==> src/rtl/rect_plotter.sv <==
// rect_plotter: streams one pixel per clock to vga_adapter for a
// rectangle fill or a full-screen clear, clipping off-screen pixels.
module rect_plotter #(
  parameter int SCREEN_W = 160,
  parameter int SCREEN_H = 120
) (
  input  logic       clk,
  input  logic       reset_n,
  input  logic       start,
  input  logic       clear,
  input  logic [7:0] x0,
  input  logic [6:0] y0,
  input  logic [7:0] width,
  input  logic [6:0] height,
  input  logic [2:0] colour_in,
  output logic [7:0] xout,
  output logic [6:0] yout,
  output logic [2:0] colourout,
  output logic       plot,
  output logic       busy,
  output logic       done
);

  localparam logic [1:0] IDLE = 2'd0;
  localparam logic [1:0] DRAW = 2'd1;
  localparam logic [1:0] DONE = 2'd2;

  localparam logic [7:0] FULL_W = 8'(SCREEN_W);
  localparam logic [6:0] FULL_H = 7'(SCREEN_H);
  localparam logic [8:0] XLIM = 9'(SCREEN_W);
  localparam logic [7:0] YLIM = 8'(SCREEN_H);

  logic [1:0] state;
  logic [7:0] bx;
  logic [6:0] by;
  logic [7:0] bw;
  logic [6:0] bh;
  logic [7:0] xoff;
  logic [6:0] yoff;

  logic [7:0] rx;
  logic [6:0] ry;
  logic [7:0] rw;
  logic [6:0] rh;
  logic       accept;
  logic       last_col;
  logic       last_row;
  logic [7:0] nxoff;
  logic [6:0] nyoff;
  logic [8:0] px;
  logic [7:0] py;
  logic       in_range;

  // px/py is the pixel registered on this edge: the first pixel
  // of a new request, or the successor of the current one.
  always_comb begin
    rx       = clear ? 8'd0 : x0;
    ry       = clear ? 7'd0 : y0;
    rw       = clear ? FULL_W : width;
    rh       = clear ? FULL_H : height;
    accept   = start && (state != DRAW);
    last_col = (xoff == bw - 8'd1);
    last_row = (yoff == bh - 7'd1);
    nxoff    = last_col ? 8'd0 : xoff + 8'd1;
    nyoff    = last_col ? yoff + 7'd1 : yoff;
    if (accept) begin
      px = {1'b0, rx};
      py = {1'b0, ry};
    end else begin
      px = {1'b0, bx} + {1'b0, nxoff};
      py = {1'b0, by} + {1'b0, nyoff};
    end
    in_range = (px < XLIM) && (py < YLIM);
  end

  always_ff @(posedge clk) begin
    if (!reset_n) begin
      state     <= IDLE;
      bx        <= '0;
      by        <= '0;
      bw        <= '0;
      bh        <= '0;
      xoff      <= '0;
      yoff      <= '0;
      xout      <= '0;
      yout      <= '0;
      colourout <= '0;
      plot      <= 1'b0;
      busy      <= 1'b0;
      done      <= 1'b0;
    end else if (accept) begin
      bx        <= rx;
      by        <= ry;
      bw        <= rw;
      bh        <= rh;
      xoff      <= '0;
      yoff      <= '0;
      colourout <= colour_in;
      if (rw == 8'd0 || rh == 7'd0) begin
        state <= DONE;
        plot  <= 1'b0;
        busy  <= 1'b0;
        done  <= 1'b1;
      end else begin
        state <= DRAW;
        xout  <= px[7:0];
        yout  <= py[6:0];
        plot  <= in_range;
        busy  <= 1'b1;
        done  <= 1'b0;
      end
    end else if (state == DRAW) begin
      if (last_col && last_row) begin
        state <= DONE;
        plot  <= 1'b0;
        busy  <= 1'b0;
        done  <= 1'b1;
      end else begin
        xoff <= nxoff;
        yoff <= nyoff;
        xout <= px[7:0];
        yout <= py[6:0];
        plot <= in_range;
      end
    end else begin
      state     <= IDLE;
      colourout <= '0;
      plot      <= 1'b0;
      busy      <= 1'b0;
      done      <= 1'b0;
    end
  end

endmodule

==> config.mk <==
export PLATFORM = sky130hd
export DESIGN_NAME = rect_plotter
export DESIGN_NICKNAME = d
export VERILOG_FILES = /design/src/rtl/rect_plotter.sv
export SDC_FILE = /design/constraint.sdc
export NUM_CORES = 1
export LEC_CHECK = 0
export CAP_MARGIN = 10
export CORE_ASPECT_RATIO = 2
export CORE_MARGIN = 2
export CORE_UTILIZATION = 45
export DETAILED_ROUTE_END_ITERATION = 12
export GPL_TIMING_DRIVEN = 0
export HOLD_SLACK_MARGIN = 0.05
export PLACE_DENSITY = 0.68
export SYNTH_ARGS = -nofsm -noshare
export SYNTH_HDL_FRONTEND = slang
export SYNTH_SLANG_ARGS = --single-unit
==> constraint.sdc <==
create_clock -name clk -period 10.2 [get_ports clk]
set_input_delay 1.53 -clock clk [delete_from_list [all_inputs] [get_ports clk]]
set_output_delay 1.53 -clock clk [all_outputs]
set_load 0.02 [all_outputs]
-- After elaboration in Yosys (flattened, before gate mapping)
Cells that the tools add are included.
Widths: inputs -> output; s select.
- bitwise operators: 2
- equal/unequal tests: 8
- add/sub/neg operators: 6
- $lt $le $gt $ge: 2
- reductions and logical operators: 10
- muxes and demuxes: 34
- operator list (kind ; count):
    $mux 8 ; 8
    $mux 7 ; 7
    $mux 1 ; 12
    $add 8x8->9 ; 1
    $lt 9x8->1 const B ; 1
    $mux 9 ; 1
    $add 7x7->8 ; 1
    $add 8x1->8 const B ; 1
    $eq 8x8->1 ; 1
    $logic_not 8->1 ; 1
    $lt 8x7->1 const B ; 1
    $mux 2 ; 4
    $sub 8x1->8 const B ; 1
    $add 7x1->7 const B ; 1
    $eq 7x7->1 ; 1
    $logic_not 7->1 ; 1
    $sub 7x1->7 const B ; 1
    $mux 3 ; 2
    $ne 2x2->1 const B ; 3
    $logic_and 1x1->1 ; 3
    $ne 3x2->1 const B ; 1
    $reduce_and 3->1 ; 1
    $eq 2x1->1 const B ; 1
    $ne 2x1->1 const B ; 1
    5 further kinds ; 6
- word-level logic and storage cells: 75
- input port bits: 37
- output and inout bits: 21
- flip-flop bits (word level): 68

-- Longest topological paths before layout
Gate-level depths: netlist of the first run.
- word-level depth: 10
- depth in mapped cells: 19
- depth with buffers taken out: 17

-- Worst setup path after synthesis of the first run
No wires, ideal clock.
- path kind: reg-to-reg
- from: reg bw[2]
- to: reg plot
- path buffers: 2
- data required time: 10.104 ns
- arrival: 3.885 ns
- path slack: 6.219 ns
- library setup time: 0.096 ns
- stages on the path, launching flop included: 18
- clock period less this slack: 3.981 ns
- cell sequence: dfxtp_1 or4_1 or3_1 a22oi_2 and4_1 buf_2 buf_2 nor2_1 ha_1 inv_1 fa_1 nand2b_1 a21oi_1 o21a_1 or3_1 a32o_1 o21a_1 nor4b_1
- cells in the longest elaborated chain, start to end: 10
- elaborated cells on any way between the ends: 16
- those cells by class: add/sub (3); order compare (2); eq/ne (1); mux (8); reduce/logical (2)
- RTL lines (what ; RTL line ; text):
    start, declared ; 36 ; logic [7:0] bw;
    start signal, assigned ; 94 ; bw <= rw;
    $sub 8x1->8 (*) ; 62 ; last_col = (xoff == bw - 8'd1);
    $eq 8x8->1 (*) ; 62 ;
    $mux 8 (*) ; 64 ; nxoff = last_col ? 8'd0 : xoff + 8'd1;
    via nxoff[0] ; 48 ; logic [7:0] nxoff;
    $add 8x8->9 (*) ; 70 ; px = {1'b0, bx} + {1'b0, nxoff};
    $mux 9 (*) ; 66 ; if (accept) begin
    $lt 9x8->1 (*) ; 73 ; in_range = (px < XLIM) && (py < YLIM);
    $logic_and 1x1->1 (*) ; 73 ;
    $mux 1 ; 113 ; if (last_col && last_row) begin
    $mux 1 ; 112 ; end else if (state == DRAW) begin
    $mux 1 (*) ; 91 ; end else if (accept) begin
    end signal, assigned ; 108 ; plot <= in_range;
    end signal, assigned ; 123 ; plot <= in_range;
    end, declared ; 19 ; output logic plot,
Mark *: on every way through the listed nets, which the timed path passes. The rest lies on a longest branch.
A chain may end at the register's enable or synchronous reset.

-- Worst setup path in the final report of the first run
Same ends and word-level chain as after synthesis.

==> results of run 1 <==
-- critical path, cell delays in order, from the launching register on --
cell and delay, ns:
dfxtp_1 0.37, or4_1 0.56, or3_1 0.37, a22oi_2 0.22, and4_1 0.36, buf_2 0.29
buf_2 0.26, nor2_1 0.08, ha_1 0.22, inv_1 0.07, fa_1 0.17, nand2b_1 0.15
a21oi_1 0.11, o21a_1 0.21, or3_1 0.31, a32o_1 0.28, o21a_1 0.17, nor4b_1 0.31
-- layer usage --
metal,vias to the layer above,share of wire (%)
li1,1851,-
met5,-,0
met4,0,3.8
met1,1721,37
met2,100,55
met3,25,3.9
-- cell families after synthesis --
| kind of cell | after synthesis | synth area share (%) |
|---|---|---|
| multiplexers | 18 | 4.65 |
| buffers and inverters | 42 | 4.26 |
| AND/OR/NAND/NOR | 208 | 25.2 |
| XOR/XNOR | 41 | 9.13 |
| AO/OA/AOI/OAI | 95 | 15.8 |
| flip-flops | 66 | 33.6 |
| adder cells (fa/ha/maj) | 22 | 7.38 |
-- cell usage after synthesis (all sizes together) (2+ instances only) --
| cell type | instances | area (µm²) |
|---|---|---|
| and3 | 3 | 18.8 |
| o31a | 3 | 26.3 |
| nand3 | 13 | 70.1 |
| dfxtp | 66 | 1320 |
| a31oi | 2 | 12.5 |
| a22o | 2 | 17.5 |
| o31ai | 2 | 15.0 |
| a22oi | 13 | 103 |
| nor3 | 25 | 125 |
| o211ai | 3 | 22.5 |
| o21ai | 13 | 76.3 |
| mux2i | 16 | 160 |
| nand2b | 9 | 56.3 |
| a211oi | 6 | 45.0 |
| or4 | 4 | 30.0 |
| nor2 | 59 | 221 |
| xnor2 | 25 | 219 |
| clkbuf | 22 | 82.6 |
| nor4 | 4 | 25.0 |
| or3 | 3 | 18.8 |
| mux2 | 2 | 22.5 |
| inv | 15 | 56.3 |
| nand2 | 64 | 248 |
| or2 | 2 | 12.5 |
| xor2 | 16 | 140 |
| o21a | 3 | 22.5 |
| a32o | 2 | 20.0 |
| nor3b | 10 | 75.1 |
| fa | 2 | 40.0 |
| a21o | 2 | 15.0 |
| nand4 | 3 | 25.0 |
| nand3b | 2 | 15.0 |
| nor2b | 3 | 18.8 |
| a21oi | 37 | 185 |
| and2 | 2 | 12.5 |
| buf | 5 | 28.8 |
| ha | 20 | 250 |
-- sequential cells by signal (all words and copies together), names as in the netlist --
register	count
bw	8
colourout	3
plot	1
by	7
bx	8
xout	8
bh	7
done	1
busy	1
xoff	8
yout	7
yoff	7
-- layout make-up --
cell class,instances,area (µm²)
fill,816,3680
buffer,27,111
tap,100,125
multi-input combinational,384,2440
sequential,66,1320
timing repair buffer,57,571
clock inverter,2,10.0
inverter,15,56.3
clock buffer,14,274
-- worst paths after layout --
check                                    end  slack, ns
worst max-delay path                    plot       5.58
worst min-delay path            colourout[2]       0.45
worst max register to register          plot       5.58
worst min register to register  colourout[2]       0.45
-- power by group through the flow --
stage | Sequential [mW] | Combinational (mW) | Clock [mW]
3_5_place_dp | 0.283 | 0.112 | 0
3_3_place_gp | 0.282 | 0.110 | 0
6_report | 0.277 | 0.113 | 0.298
2_1_floorplan | 0.286 | 0.0633 | 0
4_1_cts | 0.277 | 0.113 | 0.300
5_1_grt | 0.279 | 0.124 | 0.311
-- through the flow --
step | setup WS (ns) | area, µm² | power [mW] | util, %
CTS | 5.61 | 4910 | 0.690 | 57.2
global route | 5.40 | 4910 | 0.713 | 57.2
global placement | 5.62 | 4630 | 0.393 | 53.9
detailed placement | 5.68 | 4630 | 0.395 | 53.9
finish | 5.58 | 4910 | 0.688 | 57.2
floorplan | 6.22 | 3930 | 0.349 | -
==> results by group, run 1 <==
Run status
  – Status: completed

Setup path
  – Worst r2r src: bw[2]
  – Crit path max fanout: 10
  – Crit Path Category: flop to flop
  – Crit path launch type: flop
  – Crit path DAT: between 4 and 5 ns
  – Launch point of the critical path: bw[2]
  – CP Data Required Time: 10.43 ns
  – Setup crit end kind: flop
  – Worst Reg-to-Reg Cells: 17

Timing
  – FMAX: 216 MHz
  – Fin. Hold Viols: 0
  – TNS Setup: 0 ns
  – Final Hold Slack: 0.449 ns
  – Minimum clock period after layout: ~4.6 ns
  – Fin Clk Skew: 0.00426 ns
  – RSZ-0062 raised after global routing: no
  – Final Max Slew Viols: 0
  – Final setup vio count: 0
  – Worst slew pin tran: 0.656 ns
  – Final period util: 45.3%
  – Slew margin rel.: 56.3%

Hold path
  – Worst Hold Class: flop to flop
  – Hold_sp: colourout[2]
  – Hold depth: 2

Clocking
  – Clk root buf: clkbuf_16
  – Total CTS buffers: 9
  – Hold Buf Count CTS: 0
  – Clk sinks: 66
  – Insertion delay to the later sink of the worst-skew pair: about 0.34 ns
  – Htree depth: 3
  – CTS Buffer Depth: 2
  – Clk pin slew, worst setup/hold paths: about 0.050 ns
  – Number of gates resized after cts: 0
  – Setup Fix Bufs, Post-CTS: 0
  – CTS tree: built

Floorplanning
  – Die area: 9540 µm²
  – Die width: 70.1 µm
  – Row count: 48
  – Die H: 136 µm
  – CORE AREA: 8590 µm²
  – Ports: just under 60
  – Initial Util: around 46%

Global routing
  – Gr ovfl total: 0
  – GRT Overall Usage: 24.9%
  – Antenna violations before repair: 0
  – Vias in the first global route: a little under 4k
  – Largest net degree at the start of global routing: 11
  – Met1 Usage GRT: 24.9%
  – First-pass GRT wire length: 18500 µm
  – Global route hottest layer: met2
  – Routing usage on met3: approximately 2.1%
  – Met2 Use GR: 48.3%

Power
  – Internal power: 0.503 mW
  – PwrDens: 140 nW/µm²
  – Clk pwr share: between 40% and 50%
  – Combinational share of power: 16.4%
  – Max IR drop VDD: approximately 0.14 mV
  – Switching portion of total power: 26.9%
  – P_sw: roughly 0.19 mW
  – Flop pwr share: between 40% and 50%
  – Leak: 1.85 nW

Synth
  – Cells after Synth: between 400 and 500
  – Seq/Total Area, Yosys: between 30 and 40%
  – Seq cells post-synth: 66
  – Avg Cell Area, Syn: 7.99 µm²
  – Post-synth cell types: 55
  – Netlist Area Pre-Place: 3930 µm²
  – Synthesis Warnings: 0
  – Dominant synthesized flop cell: dfxtp_1
  – Syn nets: 551
  – Post-synth EDFFs: 0
  – Async SR Flop Fraction: 0%

Placement
  – Placed insts: 649
  – Post-DP HPWL: around 8600 µm
  – Routability Congestion: slightly below 0.9
  – Port bufs: 57

Routing
  – Post-route ant nets: 0
  – Drt drc: 0
  – 1st-iter DRT viols: between 150 and 200
  – Drt total wl: 11200 µm
  – Vias/cell: 5.56
  – Via count: 3697
  – DRT Pass-1 Iters: 4
  – Routed WL per cell: 16.9 µm

Job
  – MaxCap Viol Count: 0

Layout
  – Commonest non-fill, non-tap cells in the layout: dfxtp_1, nand2_1, nor2_1
  – Layout Cells excl Fill: 665
  – Layout area overhead: 24.9%
  – Final nets: a little over 600
  – Commonest non-fill, non-tap cell in the layout: dfxtp_1
  – Share of cells above drive strength 1: 4.78%
  – Ant diodes: 0
No activity file was read; power rests on OpenSTA's default activity.
==> run 2: changes to the inputs <==
Settings changed: PLACE_DENSITY 0.68 to 0.71.
Clock period 10.2 ns to 4.15 ns, I/O delays scaled along.
==> run 2 against run 1 <==
  * Hold slack improved by 0.0076 ns
  * First-iteration DRC count increased by 40%
  * Utilization up 2.7 points
  * Critical path type unchanged
  * Critical endpoint unchanged
  * Largest cell class unchanged
  * Largest power group unchanged
==> results by group, run 2 (same netlist as run 1, synthesis figures left out) <==
Setup path
  – Launch point of the critical path: bw[2]
  – Reg-to-reg endpoint: plot
  – Worst Reg-to-Reg Cells: 17
  – R2R Setup Slk: 0.13 ns
  – Crit path max fanout: 7
  – Crit path DAT: around 4.3 ns
  – Worst r2r src: bw[2]
  – Crit path launch type: flop
  – Setup crit end kind: flop
  – Crit Path Category: flop to flop
  – CP Data Required Time: 4.40 ns

Routing
  – Post-route ant nets: 0
  – DRT Pass-1 Iters: 5
  – 1st-iter DRT viols: 236
  – Routed WL per cell: 17.2 µm
  – Vias/cell: 5.68
  – Drt total wl: 11600 µm
  – Via count: 3838
  – Drt drc: 0

Floorplanning
  – Die H: 136 µm
  – Row count: 48
  – CORE AREA: 8590 µm²
  – Initial Util: 45.8%
  – Die width: 70.1 µm
  – Die area: 9540 µm²
  – Ports: 58

Job
  – MaxCap Viol Count: 0

Clocking
  – Htree depth: 3
  – CTS Buffer Depth: 2
  – CTS tree: built
  – Clk root buf: clkbuf_16
  – Hold Buf Count CTS: 0
  – Total CTS buffers: 9
  – Clk sinks: 66
  – Clk pin slew, worst setup/hold paths: approximately 0.05 ns
  – Insertion delay to the later sink of the worst-skew pair: approximately 0.34 ns

Timing
  – FMAX: 249 MHz
  – Final setup vio count: 0
  – Final period util: 96.9%
  – Worst slew pin tran: 0.721 ns
  – Setup ws final: 0.127 ns
  – Final Max Slew Viols: 0
  – Slew margin rel.: between 50% and 60%
  – Fin Clk Skew: just under 0.006 ns
  – TNS Setup: 0 ns
  – Minimum clock period after layout: about 4.0 ns
  – Fin. Hold Viols: 0

Global routing
  – First-pass GRT wire length: around 18000 µm
  – Antenna violations before repair: 0
  – Gr ovfl total: 0
  – GRT Overall Usage: 24.9%
  – Vias in the first global route: 4010
  – Largest net degree at the start of global routing: 11

Layout
  – Share of cells above drive strength 1: about a tenth
  – Final nets: 631
  – Layout filler cell count: 790
  – Commonest non-fill, non-tap cell in the layout: dfxtp_1
  – Sequential Area: approximately 1300 µm²
  – Layout area overhead: 30.8%
  – Fin util: around three fifths
  – Commonest non-fill, non-tap cells in the layout: dfxtp_1, nand2_1, nor2_1
  – Ant diodes: 0
  – Area occupied by multi-input gates: 2520 µm²

Placement
  – Pre-CTS setup slack: -0.434 ns
  – Port bufs: 57
  – Routability Congestion: 0.880
  – Post-DP HPWL: 8690 µm

Power
  – Leak: 1.97 nW
  – PwrDens: 341 nW/µm²
  – Max IR drop VDD: 0.284 mV

Run status
  – Status: completed

Hold path
  – Hold_sp: colourout[2]
  – Hold EP: colourout[2]
  – Worst Hold Class: flop to flop
  – Hold depth: 2
run 2: worst max-delay path by stage:
stage / endpoint / depth (start not counted)
2_1_floorplan: plot / 17
3_3_place_gp: plot / 17
3_5_place_dp: plot / 17
4_1_cts: plot / 16
5_1_grt: plot / 16
6_report: plot / 17
run 2: cell type report:
class                           instances  share of cell area, %
Sequential cell                        66                   25.8
Buffer                                 27                   2.55
Clock inverter                          2                  0.681
Timing Repair Buffer                   69                   13.2
Tap cell                              100                   2.43
Inverter                               15                   1.09
Multi-Input combinational cell        384                   49.0
Clock buffer                           13                   5.25
run 2: where the power goes:
| group | internal [mW] | switching, mW | total (mW) |
|---|---|---|---|
| Combinational | 0.130 | 0.162 | 0.291 |
| Clock | 0.509 | 0.272 | 0.782 |
| Sequential | 0.661 | 0.0208 | 0.682 |
| Total | 1.30 | 0.455 | 1.75 |
run 2: worst max-delay path, stage by stage (launching register included):
cell	delay (ns)
dfxtp_4	0.36
or4_4	0.54
or3_4	0.38
a22oi_2	0.20
and4_4	0.27
buf_8	0.13
buf_8	0.11
nor2_1	0.05
ha_2	0.22
inv_2	0.06
fa_2	0.20
nand2b_4	0.13
a21oi_2	0.07
o21a_1	0.21
or3_1	0.30
a32o_2	0.28
o21a_1	0.18
nor4b_2	0.25
run 2: layer usage:
metal | share of wire, % | up-vias | GRT usage [%]
met4 | 5.1 | 0 | 18.2
met5 | 0 | - | 0
met3 | 4.4 | 48 | 4.67
met2 | 55 | 132 | 46.6
met1 | 35 | 1791 | 23.7
li1 | - | 1867 | -
run 2: metrics by stage:
stage / power (mW) / hold slack, ns / std cells / instance area [µm²]
floorplan: 0.859 / 0.441 / 492 / 3930
global placement: 0.964 / 0.440 / 649 / 4630
detailed placement: 0.971 / 0.446 / 649 / 4630
CTS: 1.76 / 0.460 / 666 / 5000
global route: 1.82 / 0.479 / 676 / 5140
finish: 1.75 / 0.457 / 676 / 5140
run 2: what timing repair did:
item / in CTS / in global routing
cloned: 0 / 1
endpoints found under the setup margin: 2 / 2
gates resized for setup: 13 / 15
pin swaps: 3 / 5
buffers inserted: 2 / 9
